`config.mk`:
```
export PLATFORM = sky130hd
export DESIGN_NAME = rmii_rx_frame
export DESIGN_NICKNAME = d
export VERILOG_FILES = /design/src/rtl/rmii_rx_frame.sv
export SDC_FILE = /design/constraint.sdc
export NUM_CORES = 1
export LEC_CHECK = 0
export BUFFER_PORTS_ARGS = -buffer_cell sky130_fd_sc_hd__clkbuf_2
export CAP_MARGIN = 0
export CORE_ASPECT_RATIO = 1.2
export CORE_MARGIN = 4
export CORE_UTILIZATION = 50
export DETAILED_ROUTE_END_ITERATION = 8
export HOLD_SLACK_MARGIN = 0.1
export PLACE_DENSITY_LB_ADDON = 0.2
export SLEW_MARGIN = 20
export SYNTH_ARGS = -nofsm -noshare
export SYNTH_HDL_FRONTEND = slang
export SYNTH_SLANG_ARGS = --single-unit
export TNS_END_PERCENT = 50
```
`constraint.sdc`:
```
create_clock -name clk_mac -period 9.9 [get_ports clk_mac]
set_input_delay 0.495 -clock clk_mac [delete_from_list [all_inputs] [get_ports clk_mac]]
set_output_delay 0.495 -clock clk_mac [all_outputs]
set_load 0.02 [all_outputs]
```
`src/rtl/rmii_rx_frame.sv`:
```
// RMII receive front-end: samples LAN8720 pins on clk_mac, strips preamble/SFD/FCS,
// checks CRC-32 and length, and streams DA..last payload byte with per-frame status.
module rmii_rx_frame #(
  parameter int MIN_LEN = 64,
  parameter int MAX_LEN = 1518,
  parameter int MIN_PRE = 4
) (
  input  logic       clk_mac,
  input  logic       rst,
  input  logic       eth_crsdv,
  input  logic [1:0] eth_rxd,
  input  logic       eth_rxerr,
  output logic [7:0] m_data,
  output logic       m_valid,
  output logic       m_last,
  output logic       m_err,
  output logic       stat_ok,
  output logic       stat_bad
);

  typedef enum logic [1:0] {
    WAIT_IDLE = 2'd0,
    IDLE      = 2'd1,
    PRE       = 2'd2,
    DATA      = 2'd3
  } state_t;

  localparam logic [10:0] MIN_LEN_C = 11'(MIN_LEN);
  localparam logic [10:0] MAX_LEN_C = 11'(MAX_LEN);
  localparam logic [10:0] MAX_P1_C  = 11'(MAX_LEN + 1);
  localparam logic [3:0]  MIN_PRE_C = 4'(MIN_PRE);
  localparam logic [31:0] CRC_RESIDUE = 32'hDEBB20E3;

  function automatic logic [31:0] crc32_byte(input logic [31:0] crc, input logic [7:0] data);
    logic [31:0] c;
    c = crc;
    for (int i = 0; i < 8; i++) begin
      if (c[0] ^ data[i]) c = (c >> 1) ^ 32'hEDB88320;
      else                c = c >> 1;
    end
    return c;
  endfunction

  state_t          state_r;
  logic            crsdv_r, crsdv_d_r, rxerr_r, rxerr_seen_r;
  logic [1:0]      rxd_r, dcnt_r;
  logic [3:0]      pre_cnt_r;
  logic [5:0]      sh_r;
  logic [10:0]     n_r;
  logic [31:0]     crc_r;
  logic [4:0][7:0] dl_r;

  logic        carrier_end_s, close_ovf_s, close_s, close_err_s;
  logic [7:0]  byte_s;
  logic [10:0] n_inc_s;
  logic [31:0] crc_next_s;

  assign carrier_end_s = !crsdv_r && !crsdv_d_r;
  assign byte_s        = {rxd_r, sh_r};
  assign n_inc_s       = (n_r == 11'd2047) ? n_r : n_r + 11'd1;
  assign crc_next_s    = crc32_byte(crc_r, byte_s);
  assign close_ovf_s   = (state_r == DATA) && (n_r == MAX_P1_C);
  assign close_s       = close_ovf_s || ((state_r == DATA) && carrier_end_s);
  // The first low crsdv cycle of a true carrier end was taken as a dibit, so a
  // well-formed frame closes with exactly one stray dibit in the partial byte.
  assign close_err_s   = (crc_r != CRC_RESIDUE) || rxerr_seen_r || rxerr_r ||
                         (n_r < MIN_LEN_C) || (n_r > MAX_LEN_C) ||
                         (!close_ovf_s && (dcnt_r != 2'd1));

  // Input capture, framing state machine, delay line, CRC and registered outputs.
  always_ff @(posedge clk_mac or posedge rst) begin
    if (rst) begin
      crsdv_r      <= 1'b1;
      crsdv_d_r    <= 1'b1;
      rxd_r        <= 2'd0;
      rxerr_r      <= 1'b0;
      state_r      <= WAIT_IDLE;
      pre_cnt_r    <= 4'd0;
      dcnt_r       <= 2'd0;
      sh_r         <= 6'd0;
      n_r          <= 11'd0;
      crc_r        <= 32'hFFFFFFFF;
      rxerr_seen_r <= 1'b0;
      dl_r         <= 40'd0;
      m_data       <= 8'd0;
      m_valid      <= 1'b0;
      m_last       <= 1'b0;
      m_err        <= 1'b0;
      stat_ok      <= 1'b0;
      stat_bad     <= 1'b0;
    end else begin
      crsdv_r   <= eth_crsdv;
      crsdv_d_r <= crsdv_r;
      rxd_r     <= eth_rxd;
      rxerr_r   <= eth_rxerr;
      m_valid   <= 1'b0;
      m_last    <= 1'b0;
      m_err     <= 1'b0;
      stat_ok   <= 1'b0;
      stat_bad  <= 1'b0;
      case (state_r)
        WAIT_IDLE: begin
          if (carrier_end_s) state_r <= IDLE;
        end
        IDLE: begin
          if (crsdv_r && (rxd_r == 2'b01)) begin
            state_r   <= PRE;
            pre_cnt_r <= 4'd1;
          end
        end
        PRE: begin
          if (carrier_end_s) begin
            state_r <= IDLE;
          end else begin
            case (rxd_r)
              2'b01: begin
                if (pre_cnt_r != 4'd15) pre_cnt_r <= pre_cnt_r + 4'd1;
              end
              2'b11: begin
                if (pre_cnt_r >= MIN_PRE_C) begin
                  state_r      <= DATA;
                  n_r          <= 11'd0;
                  dcnt_r       <= 2'd0;
                  crc_r        <= 32'hFFFFFFFF;
                  rxerr_seen_r <= 1'b0;
                end else begin
                  state_r <= WAIT_IDLE;
                end
              end
              default: state_r <= WAIT_IDLE;
            endcase
          end
        end
        DATA: begin
          if (close_s) begin
            state_r  <= close_ovf_s ? WAIT_IDLE : IDLE;
            stat_ok  <= !close_err_s;
            stat_bad <= close_err_s;
            if (n_r >= 11'd5) begin
              m_valid <= 1'b1;
              m_last  <= 1'b1;
              m_err   <= close_err_s;
              m_data  <= dl_r[4];
            end
          end else begin
            rxerr_seen_r <= rxerr_seen_r | rxerr_r;
            dcnt_r       <= dcnt_r + 2'd1;
            sh_r         <= {rxd_r, sh_r[5:2]};
            if (dcnt_r == 2'd3) begin
              n_r   <= n_inc_s;
              crc_r <= crc_next_s;
              dl_r  <= {dl_r[3:0], byte_s};
              if (n_r >= 11'd5) begin
                m_valid <= 1'b1;
                m_data  <= dl_r[4];
              end
            end
          end
        end
        default: state_r <= WAIT_IDLE;
      endcase
    end
  end

endmodule

```
==> results of run 1 <==
==> metal layers <==
layer / wire length [µm] / vias up / track usage [%]
li1: - / 1666 / -
met3: 375 / 17 / 4.23
met4: 189 / 0 / 7.15
met1: 4870 / 1719 / 23.2
met2: 4930 / 74 / 27.6
met5: 0 / - / 0
==> critical path, delay by kind of cell (launching register included) <==
kind                       cells  cell delay, ns
and+or+nand+nor                2            0.27
muxes                          1            0.39
AOI/OAI and AO/OA              1            0.61
DFF                            1            0.45
buffers and inverters          1            0.37
adders and majority gates      1            0.22
==> sequential cells by signal, summed over array words and instances (netlist names) <==
| signal | flops |
|---|---|
| rxerr_r | 1 |
| rxerr_seen_r | 1 |
| m_valid | 1 |
| crsdv_d_r | 1 |
| dl_r | 40 |
| crsdv_r | 1 |
| m_err | 1 |
| rxd_r | 2 |
| stat_ok | 1 |
| n_r | 11 |
| stat_bad | 1 |
| state_r | 2 |
| dcnt_r | 2 |
| m_data | 8 |
| m_last | 1 |
| pre_cnt_r | 4 |
| crc_r | 32 |
| sh_r | 6 |
==> kinds of logic (layout without fill, tap and decap cells) <==
family,count (synthesis),in the layout,synth area share (%)
multiplexers,56,56,11.3
buffers and inverters,24,59,2.12
flip-flops,116,116,53.2
AO/OA/AOI/OAI,79,79,8.90
XOR/XNOR,70,70,12.8
AND/OR/NAND/NOR,107,107,10.6
adder cells (fa/ha/maj),5,5,1.13
==> cell usage after synthesis (2+ instances only) <==
| master | count |
|---|---|
| mux2i_1 | 2 |
| and3_1 | 3 |
| nand2b_1 | 2 |
| nand2_1 | 8 |
| nor2b_1 | 2 |
| or4_1 | 10 |
| a21oi_1 | 43 |
| buf_2 | 7 |
| buf_4 | 3 |
| a31oi_1 | 5 |
| dfstp_2 | 34 |
| o21ai_0 | 8 |
| dfrtp_1 | 82 |
| xor2_4 | 2 |
| a21oi_2 | 2 |
| xor2_1 | 17 |
| nand4b_1 | 5 |
| nand3_2 | 2 |
| nor2_1 | 45 |
| inv_1 | 6 |
| or2_2 | 4 |
| xnor2_1 | 46 |
| o41ai_1 | 2 |
| o31ai_1 | 10 |
| ha_1 | 5 |
| clkbuf_1 | 7 |
| nand4_1 | 3 |
| mux2_2 | 54 |
| nor4bb_1 | 2 |
| xnor2_2 | 3 |
| nor3_1 | 6 |
| nor4_1 | 4 |
==> worst max-delay path by stage <==
stage / start / to / slack (ns) / depth (start not counted)
CTS: n_r[0] / dl_r[26] / 7.46 / 6
floorplan: rst / dcnt_r[0] / 6.39 / 1
global route: n_r[0] / dl_r[6] / 7.24 / 6
finish: n_r[0] / dl_r[26] / 7.42 / 6
detailed placement: n_r[0] / dl_r[17] / 7.47 / 6
global placement: n_r[0] / dl_r[1] / 7.57 / 6
==> final cells by class <==
type | count | area share (%)
Inverter | 6 | 0.396
Tap cell | 129 | 2.55
Sequential cell | 116 | 46.6
Timing Repair Buffer | 22 | 1.90
Multi-Input combinational cell | 317 | 39.3
Clock buffer | 22 | 7.19
Clock inverter | 9 | 2.06
==> where the power goes <==
part | switching (mW) | leakage, nW | internal [mW] | total, mW
clock | 0.201 | 0.272 | 0.399 | 0.600
sequential | 0.0304 | 1.49 | 0.518 | 0.548
combinational | 0.139 | 1.02 | 0.126 | 0.265
total | 0.370 | 2.78 | 1.04 | 1.41
==> stage by stage <==
stage / worst slack [ns] / total power [mW] / area [µm²]
after floorplan: 6.39 / 0.770 / 5540
after global placement: 7.57 / 0.818 / 5730
after detailed placement: 7.47 / 0.820 / 5730
after CTS: 7.46 / 1.43 / 6320
after global routing: 7.24 / 1.48 / 6320
final: 7.42 / 1.41 / 6320
==> results.cfg, run 1 <==
[layout]
fill_cells = 863
nets = 491
seq_area_um2 = 2950
finish.utilization_pct = 59.2
multi_input_area_um2 = 2480
area_growth_pct = 14.1
diodes = 0
final_common_cell = dfrtp_1
final_cells = 621
drive_above_1_share_pct = 32.1
layout_common_cells = 82 x dfrtp_1, 54 x mux2_2, 46 x xnor2_1, 45 x nor2_1, 43 x a21oi_1

[synth]
yosysTopAreaCell = dfrtp_1
syn_nets = 468
netlist_area_um2 = 5540
syn_inst = 457
ys_top_cells_by_area = dfrtp_1 37%, dfstp_2 16%, mux2_2 11%
yosysUniqueCellTypes = 55
avgSynthCellArea_um2 = 12.1
synth_top_area_share_pct = 37.0
ys_warn_count = 0
async_reset_ff_share_pct = 100
synth_edf_count = 0
synth_seq_cells = 116
synthFlopType = dfrtp_1
seq_area_frac_synth_pct = 53.2

[setup_path]
cp_cell_sequence = ha_1 -> nand3_2 -> o41ai_1 -> nor3_2 -> buf_4 -> mux2_2
worstSetupPathType = reg -> reg
r2r-end = dl_r[26]
worst_setup_path_start_kind = register
cp-end-kind = register
reg2reg_slack_ns = 7.42
cp_max_fo = 68
worst_ep_required_time_ns = 10.18
arrival_ns = 2.77
ff2ff_path_depth = 6
cpPeakStageDelay_ns = 0.61
cp_slowest_cell = o41ai_1
r2r-start = n_r[0]

[global_routing]
grt_use_total_pct = 17.4
grt_pass1_vias = 3547
grt_overflow = 0
antenna_found_initial = 0
grt_pass1_wl_um = 17600
grt_max_degree = 76

[clock_network]
clock-root-buffer = clkbuf_16
cts_hold_buffers = 0
cts_setup_buffers = 0
cts-resized-gates = 0
cts_buffer_depth = 2
numCtsBuffers = 17
cts_sinks = 116
clkTransAtPathRegs_ns = 0.06
htreeDepth = 4
cts_tree = built
clk_latency_ns = 0.40

[sta]
maxSlewViolCount = 0
timing.final.crit_period_ns = 2.48
rsz0062_at_grt = no
fin_skew_ns = 0.0106
max-slew-margin-rel_pct = 38.9
worst_slew_pin_slew_ns = 0.908
holdWs_ns = 0.124
setup_violations = 0
finalCritPeriodShare_pct = 25.1
max_freq_mhz = 403
hold_viol = 0
fin_tns_setup_ns = 0

[die]
fp.dieH_um = 123
num_rows = 41
coreArea_um2 = 10700
io_pins = 19
fp.dieArea_um2 = 12800
start_util_pct = 51.9
fp.dieW_um = 104

[detailed_routing]
num_vias = 3476
firstDrtPassIters = 4
viasPerCell = 5.60
drt-total-wl_um = 10400
antenna_left = 0
drtIter0Drc = 159
drc = 0
routedWlPerCell_um = 16.7

[placement]
globalplace.congestion = 0.838
portBuffers = 18
dpl.cell_count = 590
dp_hpwl_um = 6880

[run]
cap_violations = 0

[power]
ir_worst_vdd_mv = 0.100
power.density_nw_per_um2 = 224
leakagePower_nw = 2.78

[min_path]
hp-class = in -> async

[outcome]
status = completed
Power figures use the tool's default switching activity.
==> run 2: changes to the inputs <==
--- a/config.mk
+++ b/config.mk
@@ -5,6 +5,7 @@
 export SDC_FILE = /design/constraint.sdc
 export NUM_CORES = 1
 export LEC_CHECK = 0
+export ABC_AREA = 1
 export BUFFER_PORTS_ARGS = -buffer_cell sky130_fd_sc_hd__clkbuf_2
 export CAP_MARGIN = 0
 export CORE_ASPECT_RATIO = 1.2
==> constraint.sdc (replaced) <==
create_clock -name clk_mac -period 2.5 [get_ports clk_mac]
set_input_delay 0.125 -clock clk_mac [delete_from_list [all_inputs] [get_ports clk_mac]]
set_output_delay 0.125 -clock clk_mac [all_outputs]
set_load 0.02 [all_outputs]
==> results.cfg, run 2 <==
[outcome]
status = completed

[global_routing]
antenna_found_initial = 0
grt_pass1_wl_um = 24700
grt_max_degree = 117
grt_pass1_vias = 5118
grt_use_total_pct = 20.6
grt_overflow = 0

[power]
intPower_mw = 5.55
netSwitchingFraction_pct = 43.4
seq_power_share_pct = 29.8
clkPwrFrac_pct = 25.6
leakagePower_nw = 3.56
power_frac_comb_pct = 44.6
power.density_nw_per_um2 = 1340
power_switching_mw = 4.25
ir_worst_vdd_mv = 0.667

[clock_network]
cts_sinks = 116
cts_tree = built
clk_latency_ns = 0.41
htreeDepth = 4
clock-root-buffer = clkbuf_16
clkTransAtPathRegs_ns = 0.06
numCtsBuffers = 17
cts_setup_buffers = 0
cts_buffer_depth = 2

[die]
fp.dieW_um = 112
start_util_pct = 51.0
io_pins = 19
fp.dieArea_um2 = 14800
num_rows = 45
fp.dieH_um = 133
coreArea_um2 = 12700

[synth]
async_reset_ff_share_pct = 100
netlist_area_um2 = 6460
synthSimpleGateAreaFrac_pct = 27.8
yosysTopAreaCell = dfrtp_1
synth_top_area_share_pct = 31.7
ys_top_cells_by_area = dfrtp_1 32%, nand2_1 16%, dfstp_2 14%
seq_area_frac_synth_pct = 45.6
synth_top_family_by_area = simple AND/OR/NAND/NOR gates
syn_inst = 828
syn_nets = 839
synth_edf_count = 0
yosysMostFrequentCell = nand2_1
ys_warn_count = 0
yosysUniqueCellTypes = 41
avgSynthCellArea_um2 = 7.81
synthAdderAreaFrac_pct = 0.968
synthMuxAreaShare_pct = 0
synth_xor_area_share_pct = 5.28
synth_top_cells_by_count = 280 x nand2_1, 100 x inv_1, 82 x dfrtp_1
synth_compound_area_share_pct = 11.1
synth_seq_cells = 116
synthFlopType = dfrtp_1

[placement]
dpl.cell_count = 995
dpl_cell_area_um2 = 6670
dp_hpwl_um = 10100
globalplace.congestion = 0.902
portBuffers = 18

[sta]
fin_tns_setup_ns = 0
finalCritPeriodShare_pct = 87.1
max-slew-margin-rel_pct = 58.8
max_freq_mhz = 459
rsz0062_at_grt = no
worst_slew_pin_slew_ns = 0.618
setup_violations = 0
hold_viol = 0
maxSlewViolCount = 0
timing.final.crit_period_ns = 2.18
fin_skew_ns = 0.00720

[setup_path]
cp_cell_sequence = ha_1 -> nand2_1 -> nor3_2 -> nand3_1 -> nor3_1 -> nor2_4 -> nand2_1 -> o21ai_2
arrival_ns = 2.46
cpPeakStageDelay_ns = 0.44
critPathBufInv = 0
cp_slowest_cell = dfrtp_1
worst_setup_path_start_kind = register
worstSetupPathType = reg -> reg
cp-end-kind = register
cp_top_family = simple AND/OR/NAND/NOR gates
crit_top_cell = nand2_1
worst_ep_required_time_ns = 2.78
cp_max_fo = 21

[detailed_routing]
drtIter0Drc = 474
antenna_left = 0
viasPerCell = 5.21
routedWlPerCell_um = 14.3
drt-total-wl_um = 14800
num_vias = 5373
drc = 0
firstDrtPassIters = 7

[layout]
fill_cells = 1185
diodes = 0
fin_area_um2 = 7340
final_common_cell = nand2_1
regMostFlops = dl_r
finish.utilization_pct = 57.9
layout_common_cells = 280 x nand2_1, 99 x inv_1, 82 x dfrtp_1, 49 x nand3_1, 49 x o21ai_0
drive_above_1_share_pct = 15.6
final_cells = 1032
area_growth_pct = 13.5
largest_reg_flops = 40
top_regs = dl_r: 40 flops, crc_r: 32 flops, n_r: 11 flops
nets = 866

[min_path]
hp-class = in -> reg

[run]
cap_violations = 0
run 2: cell families (layout without fill, tap and decap cells):
group           after synthesis  count (layout)
compound gates              117             117
flops                       116             116
fa+ha+maj                     5               5
xor+xnor                     39              39
buf+inv                     129             169
simple gates                422             422
run 2: routing by layer:
metal  wire length, µm  up-vias  global-route usage [%]
met3               677       29                    4.44
met1              6480     2523                    26.0
li1                  -     2664                       -
met5                 0        -                       0
met2              7300      157                    34.6
met4               294        0                    7.64
run 2: layout make-up:
cell class / count / area (µm²) / share of cell area [%]
clock buffer: 18 / 439 / 5.99
clock inverter: 14 / 174 / 2.37
inverter: 104 / 394 / 5.37
multi-input combinational: 583 / 2930 / 39.9
sequential: 116 / 2950 / 40.2
tap: 164 / 205 / 2.80
timing repair buffer: 33 / 253 / 3.45
run 2: power by group through the flow:
stage	combinational, mW	clock, mW	sequential, mW
4_1_cts	4.32	2.56	2.92
6_report	4.38	2.51	2.92
2_1_floorplan	3.35	0	2.82
5_1_grt	4.92	2.65	2.99
3_5_place_dp	4.27	0	2.95
3_3_place_gp	4.15	0	2.93
run 2: stage by stage:
| step | power (mW) | setup slack [ns] | hold slack, ns |
|---|---|---|---|
| finish | 9.81 | 0.322 | 0.350 |
| global route | 10.6 | 0.163 | 0.349 |
| CTS | 9.80 | 0.205 | 0.336 |
| detailed placement | 7.22 | 0.225 | 0.219 |
| global placement | 7.08 | 0.308 | 0.215 |
| floorplan | 6.18 | 0.781 | 0.129 |
run 2: path summary, 6_finish.rpt:
check	start	endpoint	slack, ns	depth (start not counted)
max	n_r[0]	n_r[4]	0.32	8
min	eth_crsdv	crsdv_r	0.35	2
max reg2reg	n_r[0]	n_r[4]	0.32	8
min reg2reg	crsdv_r	crsdv_d_r	0.38	0
max in group asynchronous	rst	dl_r[18]	1.62	4
min in group asynchronous	rst	m_data[6]	0.41	4
run 2: worst register-to-register path: cells and delay by family, from the launching register on:
family	cells	cell delay, ns
AOI/OAI and AO/OA	1	0.06
adders and majority gates	1	0.23
DFF	1	0.44
and+or+nand+nor	6	1.32
run 2: what timing repair did:
item | CTS | global route
hold endpoints to repair | 86 | 0
resized for setup | 0 | 1
hold buffers | 5 | 0
setup endpoints to repair | 0 | 7
==> run 3: changes to the inputs <==
==> constraint.sdc (replaced) <==
create_clock -name clk_mac -period 2.5 [get_ports clk_mac]
set_input_delay 0.375 -clock clk_mac [delete_from_list [all_inputs] [get_ports clk_mac]]
set_output_delay 0.375 -clock clk_mac [all_outputs]
set_load 0.02 [all_outputs]
==> results.cfg, run 3 (same netlist as run 2, synthesis figures left out) <==
[placement]
portBuffers = 18
globalplace.congestion = 0.909
dp_hpwl_um = 10300
dpl_cell_area_um2 = 6690

[setup_path]
worst_setup_path_start_kind = register
ff2ff_path_depth = 8
cp-end-kind = register
r2r-start = n_r[0]
worst_ep_required_time_ns = 2.79
reg2reg_slack_ns = 0.35
cp_max_fo = 21
arrival_ns = 2.44
r2r-end = n_r[6]
worstSetupPathType = reg -> reg
cp-startpoint = n_r[0]

[sta]
finalCritPeriodShare_pct = 86.1
timing.final.crit_period_ns = 2.15
max_freq_mhz = 465
fin_tns_setup_ns = 0
setup_violations = 0
maxSlewViolCount = 0
worst_slew_pin_slew_ns = 0.596
rsz0062_at_grt = no
fin_skew_ns = 0.00841
hold_viol = 0
max-slew-margin-rel_pct = 60.2

[global_routing]
grt_use_total_pct = 20.9
grt_pass1_wl_um = 25000
antenna_found_initial = 0
grt_pass1_vias = 5178
grt_overflow = 0
grt_max_degree = 81

[min_path]
min_from = crsdv_r
holdPathStages = 0
hp-class = reg -> reg
worstHoldEndpoint = crsdv_d_r

[layout]
area_growth_pct = 13.6
regMostFlops = dl_r
drive_above_1_share_pct = 15.7
nets = 867
top_regs = dl_r: 40 flops, crc_r: 32 flops, n_r: 11 flops
largest_reg_flops = 40
fin_area_um2 = 7340
diodes = 0
final_common_cell = nand2_1
layout_common_cells = 280 x nand2_1, 99 x inv_1, 82 x dfrtp_1, 49 x nand3_1, 49 x o21ai_0

[clock_network]
clock-root-buffer = clkbuf_16
htreeDepth = 4
cts_sinks = 116
cts_buffer_depth = 2
clkTransAtPathRegs_ns = 0.06
cts_setup_buffers = 0
numCtsBuffers = 17
clk_latency_ns = 0.41
cts_tree = built

[detailed_routing]
drtIter0Drc = 465
drc = 0
num_vias = 5337
drt-total-wl_um = 14700
firstDrtPassIters = 6
antenna_left = 0
routedWlPerCell_um = 14.2
viasPerCell = 5.17

[outcome]
status = completed

[die]
fp.dieW_um = 112
io_pins = 19
num_rows = 45
fp.dieArea_um2 = 14800
coreArea_um2 = 12700
start_util_pct = 51.0
fp.dieH_um = 133

[power]
leakagePower_nw = 3.56
ir_worst_vdd_mv = 0.533
power.density_nw_per_um2 = 1330
power_mw = 9.74

[run]
cap_violations = 0
## run 3: cell types whose count changed in the layout (fill, tap and decap cells not counted), sizes merged
| cell | previous run | this run |
|---|---|---|
| clkbuf | 36 | 37 |
| buf | 10 | 11 |
| bufinv | 3 | 2 |
## run 3: through the flow
step	hold slack, ns	util (%)	std cells	setup slack (ns)
global placement	0.365	52.8	996	0.309
floorplan	0.361	-	828	0.739
detailed placement	0.370	52.8	996	0.214
CTS	0.371	57.9	1033	0.200
global route	0.380	58.0	1033	0.0965
finish	0.371	58.0	1033	0.348
## run 3: per-layer routing
metal  share of wire, %  routed length (µm)  track usage, %  vias up
li1                   -                   -               -     2665
met4                2.6                 381            8.11        0
met2                 49                7210            35.3      150
met1                 44                6460            26.2     2485
met3                4.2                 623            4.67       37
met5                  0                   0               0        -
## run 3: cell type report
type | instances | area (µm²)
multi-input combinational | 583 | 2930
clock buffer | 19 | 453
tap | 164 | 205
inverter | 104 | 394
sequential | 116 | 2950
fill | 1148 | 5330
clock inverter | 13 | 148
timing repair buffer | 34 | 273
## run 3: worst max-delay path by stage
stage           endpoint  slack (ns)
3_5_place_dp      n_r[6]        0.21
4_1_cts           n_r[6]        0.20
6_report          n_r[6]        0.35
2_1_floorplan  dcnt_r[0]        0.74
3_3_place_gp      n_r[5]        0.31
5_1_grt           n_r[2]         0.1
## run 3: report_power, final
| group | leakage [nW] | internal, mW | total [mW] | switching [mW] |
|---|---|---|---|---|
| Clock | 0.283 | 1.53 | 2.45 | 0.918 |
| Sequential | 1.46 | 2.52 | 2.92 | 0.402 |
| Combinational | 1.82 | 1.43 | 4.37 | 2.93 |
## run 3: timing repair
item / in CTS / in global routing
resized for setup: 0 / 1
endpoints found under the hold margin: 24 / 0
hold buffers: 5 / 0
endpoints found under the setup margin: 0 / 10
## run 3: critical path, cell delays in order, from the launching register on
cell and delay (ns):
dfrtp_1 0.44, ha_1 0.24, nand2_1 0.13, nor3_2 0.27
nand3_1 0.15, nor3_1 0.40, nor2_4 0.21, nand2_1 0.12
o21ai_2 0.05
